### src/rtl/alu_arbiter.sv
// Round-robin arbiter sharing one combinational ALU between two requesters.
// Operands are held for MULT settling, then the result is returned over a valid/ready channel.

module alu_arbiter_port (
    input  logic valid,
    input  logic gnt,
    input  logic idle,
    output logic ready,
    output logic take
);
    assign ready = idle & gnt;
    assign take  = valid & ready;
endmodule

module alu_arbiter #(
    parameter int          DATA_WIDTH  = 32,
    parameter logic [3:0]  MULT_OP     = 4'b0101,
    parameter int          MULT_CYCLES = 2
) (
    input  logic                  clk,
    input  logic                  reset,
    input  logic                  req0_valid,
    input  logic [3:0]            req0_op,
    input  logic [DATA_WIDTH-1:0] req0_a,
    input  logic [DATA_WIDTH-1:0] req0_b,
    output logic                  req0_ready,
    input  logic                  req1_valid,
    input  logic [3:0]            req1_op,
    input  logic [DATA_WIDTH-1:0] req1_a,
    input  logic [DATA_WIDTH-1:0] req1_b,
    output logic                  req1_ready,
    output logic [3:0]            alu_op,
    output logic [DATA_WIDTH-1:0] alu_a,
    output logic [DATA_WIDTH-1:0] alu_b,
    input  logic [DATA_WIDTH-1:0] alu_result,
    input  logic                  alu_zero,
    output logic                  rsp_valid,
    output logic                  rsp_id,
    output logic [DATA_WIDTH-1:0] rsp_result,
    output logic                  rsp_zero,
    input  logic                  rsp_ready
);
    localparam int NREQ = 2;
    localparam int CW   = (MULT_CYCLES > 1) ? $clog2(MULT_CYCLES) : 1;

    typedef struct packed {
        logic [3:0]            op;
        logic [DATA_WIDTH-1:0] a;
        logic [DATA_WIDTH-1:0] b;
    } alu_req_t;

    typedef enum logic [1:0] {IDLE, EXEC, RESP} state_t;

    state_t                state_q, state_d;
    logic [CW-1:0]         cnt_q, cnt_d;
    logic                  last_grant;
    alu_req_t [NREQ-1:0]   req;
    alu_req_t              sel_req;
    logic [NREQ-1:0]       req_valid, req_ready, gnt, take;
    logic                  idle, accept, capture;

    assign req[0]    = '{op: req0_op, a: req0_a, b: req0_b};
    assign req[1]    = '{op: req1_op, a: req1_a, b: req1_b};
    assign req_valid = {req1_valid, req0_valid};
    assign idle      = (state_q == IDLE);

    // On a tie the requester that did not win last time gets the ALU.
    always_comb begin
        gnt = '0;
        case (req_valid)
            2'b01:   gnt = 2'b01;
            2'b10:   gnt = 2'b10;
            2'b11:   gnt = last_grant ? 2'b01 : 2'b10;
            default: gnt = '0;
        endcase
    end

    for (genvar i = 0; i < NREQ; i++) begin : g_port
        alu_arbiter_port u_port (
            .valid (req_valid[i]),
            .gnt   (gnt[i]),
            .idle  (idle),
            .ready (req_ready[i]),
            .take  (take[i])
        );
    end

    assign req0_ready = req_ready[0];
    assign req1_ready = req_ready[1];
    assign accept     = |take;
    assign sel_req    = take[1] ? req[1] : req[0];
    assign rsp_valid  = (state_q == RESP);

    always_ff @(posedge clk or negedge reset) begin
        if (!reset) begin
            state_q <= IDLE;
            cnt_q   <= '0;
        end else begin
            state_q <= state_d;
            cnt_q   <= cnt_d;
        end
    end

    always_comb begin
        state_d = state_q;
        cnt_d   = cnt_q;
        capture = 1'b0;
        case (state_q)
            IDLE: begin
                if (accept) begin
                    state_d = EXEC;
                    cnt_d   = '0;
                end
            end
            EXEC: begin
                // MULT keeps operands on the ALU until the product has settled.
                if (alu_op == MULT_OP && cnt_q < CW'(MULT_CYCLES - 1)) begin
                    cnt_d = cnt_q + CW'(1);
                end else begin
                    capture = 1'b1;
                    state_d = RESP;
                end
            end
            RESP: begin
                if (rsp_ready) state_d = IDLE;
            end
            default: state_d = IDLE;
        endcase
    end

    always_ff @(posedge clk or negedge reset) begin
        if (!reset) begin
            alu_op     <= '0;
            alu_a      <= '0;
            alu_b      <= '0;
            rsp_id     <= 1'b0;
            last_grant <= 1'b1;
            rsp_result <= '0;
            rsp_zero   <= 1'b0;
        end else begin
            if (accept) begin
                alu_op     <= sel_req.op;
                alu_a      <= sel_req.a;
                alu_b      <= sel_req.b;
                rsp_id     <= take[1];
                last_grant <= take[1];
            end
            if (capture) begin
                rsp_result <= alu_result;
                rsp_zero   <= alu_zero;
            end
        end
    end
endmodule

### config.mk
export PLATFORM = sky130hd
export DESIGN_NAME = alu_arbiter
export DESIGN_NICKNAME = d
export VERILOG_FILES = /design/src/rtl/alu_arbiter.sv
export SDC_FILE = /design/constraint.sdc
export NUM_CORES = 1
export LEC_CHECK = 0
export BUFFER_PORTS_ARGS = -buffer_cell sky130_fd_sc_hd__buf_2
export CORE_UTILIZATION = 42
export CTS_CLUSTER_DIAMETER = 200
export DETAILED_ROUTE_END_ITERATION = 10
export HOLD_SLACK_MARGIN = 0.1
export PLACE_DENSITY = 0.86
export SETUP_SLACK_MARGIN = 0.3
export SYNTH_ARGS = -nofsm -noshare
export SYNTH_HDL_FRONTEND = slang
export SYNTH_SLANG_ARGS = --single-unit
### constraint.sdc
create_clock -name clk -period 1.39 [get_ports clk]
set_input_delay 0.0695 -clock clk [delete_from_list [all_inputs] [get_ports clk]]
set_output_delay 0.0695 -clock clk [all_outputs]
set_load 0.005 [all_outputs]
==> summary.md <==
| Metric | Value |
|---|---|
| Final TNS setup | -12590 ps |
| Vias in the first global route | 6653 |
| Chip height | 116 um |
| Status | finished with violations |
| Final setup fails | 100 |
| R2R cell count | 4 |
| Area Overhead vs Synth | 78.2% |
| R2R setup slack | -180 ps |
| Die area | 13400 um^2 |
| Dpl cells | 915 |
| Mapped Area | 5440 um^2 |
| First-pass iteration count of the detailed router | 6 |
| Initial antenna violation count | 2 |
| Power per cell area | 1910 nW/um^2 |
| Clk sink count | 106 |
| Largest net degree at the start of global routing | 47 |
| Critical path launch point type | flip-flop |
| RSZ-0062 raised after global routing | yes |
| Max Freq | 636 MHz |
| Worst Setup EP | alu_b[16] |
| Core ar. | 12600 um^2 |
| Fin crit share | 113% |
| CP Cell Sequence | or2_2 > buf_4 > o21ai_0 > nand3b_1 |
| CP top delay family | simple AND/OR/NAND/NOR gates |
| Ratio of cells with drive above 1 in the final layout | 42.2% |
| Critical register-to-register path endpoint | alu_b[16] |
| RePlAce Congestion | 0.779 |
| Yosys cell types | 29 |
| H-tree levels | 3 |
| Layout Cells excl Fill | 1122 |
| Worst EP arrival | 1800 ps |
| Pwr Total | 18.5 mW |
| TritonCTS Buffers | 9 |
| Setup crit end kind | flip-flop |
| Post-Route WL | 26.2 mm |
| Peak supply drop | 0.915 mV |
| Worst Setup SP | state_q[1] |
| Setup ws final | -182 ps |
| Buffers on Ports | 278 |
| Failing checks | negative setup slack |
| Critical path's slowest cell | dfrtp_2 |
| Pre-CTS setup slack | -107 ps |
| DRC | 0 |
| Max_cap viols | 0 |
| Clock Skew | 14.3 ps |
| FF+latch count, synth | 106 |
| Commonest non-fill, non-tap cell in the layout | buf_2 |
| Clock transition at the registers of the reported paths | 80 ps |
| Worst hold slack | 252 ps |
| Yosys warns | 0 |
| Register area share after synthesis | 48.8% |
| Die extent in x | 116 um |
| First-pass GRT wire length | 36.6 mm |
| Worst-Margin Slew | 442 ps |
| Per-cell routed wire length | 23.4 um |
| Critical Path RT | 1620 ps |
| Relative slew slack | 70.5% |
| Initial detailed-routing violation count | 868 |
| Final Net Count | 1117 |
| Crit path max fanout | 9 |
| Hold Crit Class | in -> async |
| Max Slew Vio Count | 0 |
| Syn Inst Count | 495 |
| Longest Clk Path Bufs | 2 |
| CTS Root Cell | clkbuf_16 |
| Num ports | 279 |
| CP Buf/Inv Count | 1 |
| Final hold violation count | 0 |
| Worst R2R Start | state_q[1] |
| Post-route ant nets | 0 |
| Detail-routed via count per cell | 6.08 |
| Mean Syn Cell Area | 11.0 um^2 |
| Lkg Pwr | 4.79 nW |
| Global-route usage over all layers | 36.8% |
| Most frequent cells in the layout | 271 x buf_2, 171 x dlygate4sd3_1, 103 x dfrtp_1 |
| # rows | 41 |
| CTS tree | done |
| Final worst path period need | 1570 ps |
| Initial Utilization | 43.1% |
| Crit Path Class | reg -> reg |
| Global route total overflow | 0 |
| CP Depth | 4 |
| Post-Syn Nets | 669 |
| Clock latency on the worst-skew pair | 360 ps |
| Vias | 6818 |
| Hpwl dp | 12.2 mm |
| Max incr delay on CP | 440 ps |
worst reg2reg max path, stage by stage, from the launching register on:
cell	delay [ps]
dfrtp_2	440
or2_2	400
buf_4	210
o21ai_0	270
nand3b_1	120
power breakdown:
group	leakage, nW	internal (mW)	switching (mW)
registers	1.28	4.65	1.09
logic	3.38	5.29	4.97
clock network	0.127	1.24	1.26
total	4.79	11.2	7.32
layout make-up:
cell class / instances / area, um^2
Inverter: 4 / 15.0
Timing Repair Buffer: 499 / 3910
Clock buffer: 10 / 229
Multi-Input combinational cell: 323 / 2610
Antenna cell: 2 / 5.00
Clock inverter: 6 / 51.3
Tap cell: 172 / 215
Sequential cell: 106 / 2660
Fill cell: 747 / 2930
synth_stat cells:
cell	n	area share [%]
a21o_1	1	0.14
nand2_2	1	0.12
mux2_2	5	1.0
nand4bb_4	1	0.51
o2111ai_1	68	11
and2_1	1	0.12
dfstp_2	1	0.48
nor2_1	1	0.069
o21bai_1	1	0.14
inv_1	3	0.21
clkbuf_1	53	3.7
dfrtp_1	105	48
nor3b_2	1	0.23
nand2b_1	2	0.23
nand3b_1	68	9.4
nor2_2	1	0.12
buf_2	5	0.46
o21bai_4	1	0.35
mux2_4	29	8.0
o211ai_1	1	0.14
o22a_1	1	0.16
nor3_1	1	0.092
and3_1	68	7.8
buf_6	3	0.62
or2_1	1	0.12
o21ai_0	69	6.3
clkinv_1	1	0.069
nand2_1	1	0.069
buf_1	1	0.069
through the flow:
step,utilization [%],cell area [um^2]
global route,76.8,9690
CTS,74.2,9360
finish,76.8,9690
global placement,57.5,7260
floorplan,-,5600
detailed placement,57.5,7260
routing by layer:
metal	up-vias	part of all wire (%)	global-route usage (%)
met2	618	48	59.1
li1	2800	-	-
met4	0	6.5	24.8
met1	3234	36	42.0
met3	166	9.6	11.6
met5	-	0	2.96
sequential cells by signal, indices dropped and copies added (netlist names):
| signal | count |
|---|---|
| rsp_result | 32 |
| state_q | 2 |
| rsp_zero | 1 |
| last_grant | 1 |
| alu_b | 32 |
| rsp_id | 1 |
| alu_a | 32 |
| alu_op | 4 |
| cnt_q | 1 |
cells by family after synthesis:
family          Yosys count  share of synthesized area, %
compound gates          142                          18.2
simple gates            147                          18.9
buf+inv                  66                          5.08
flops                   106                          48.8
mux                      34                          9.04
timing repair:
| action | 4_1_cts | 5_1_grt |
|---|---|---|
| buffers inserted | 5 | 6 |
| gates resized for setup | 9 | 34 |
| endpoints found under the hold margin | 208 | 0 |
| setup endpoints to repair | 113 | 114 |
| cloned | 1 | 6 |
| hold buffers | 171 | 0 |
| pin swaps | 4 | 6 |
how the worst min path moves through the flow:
stage | start | to | slack (ps) | cells after the start
after global placement | reset | alu_b[12] | 30 | 1
after detailed placement | reset | alu_b[12] | 40 | 1
after global routing | reset | alu_b[12] | 260 | 2
final | reset | alu_b[6] | 250 | 2
after floorplan | reset | alu_a[0] | -230 | 0
after CTS | reset | alu_b[12] | 210 | 2
Note: power is estimated with default switching activity, not from simulation.
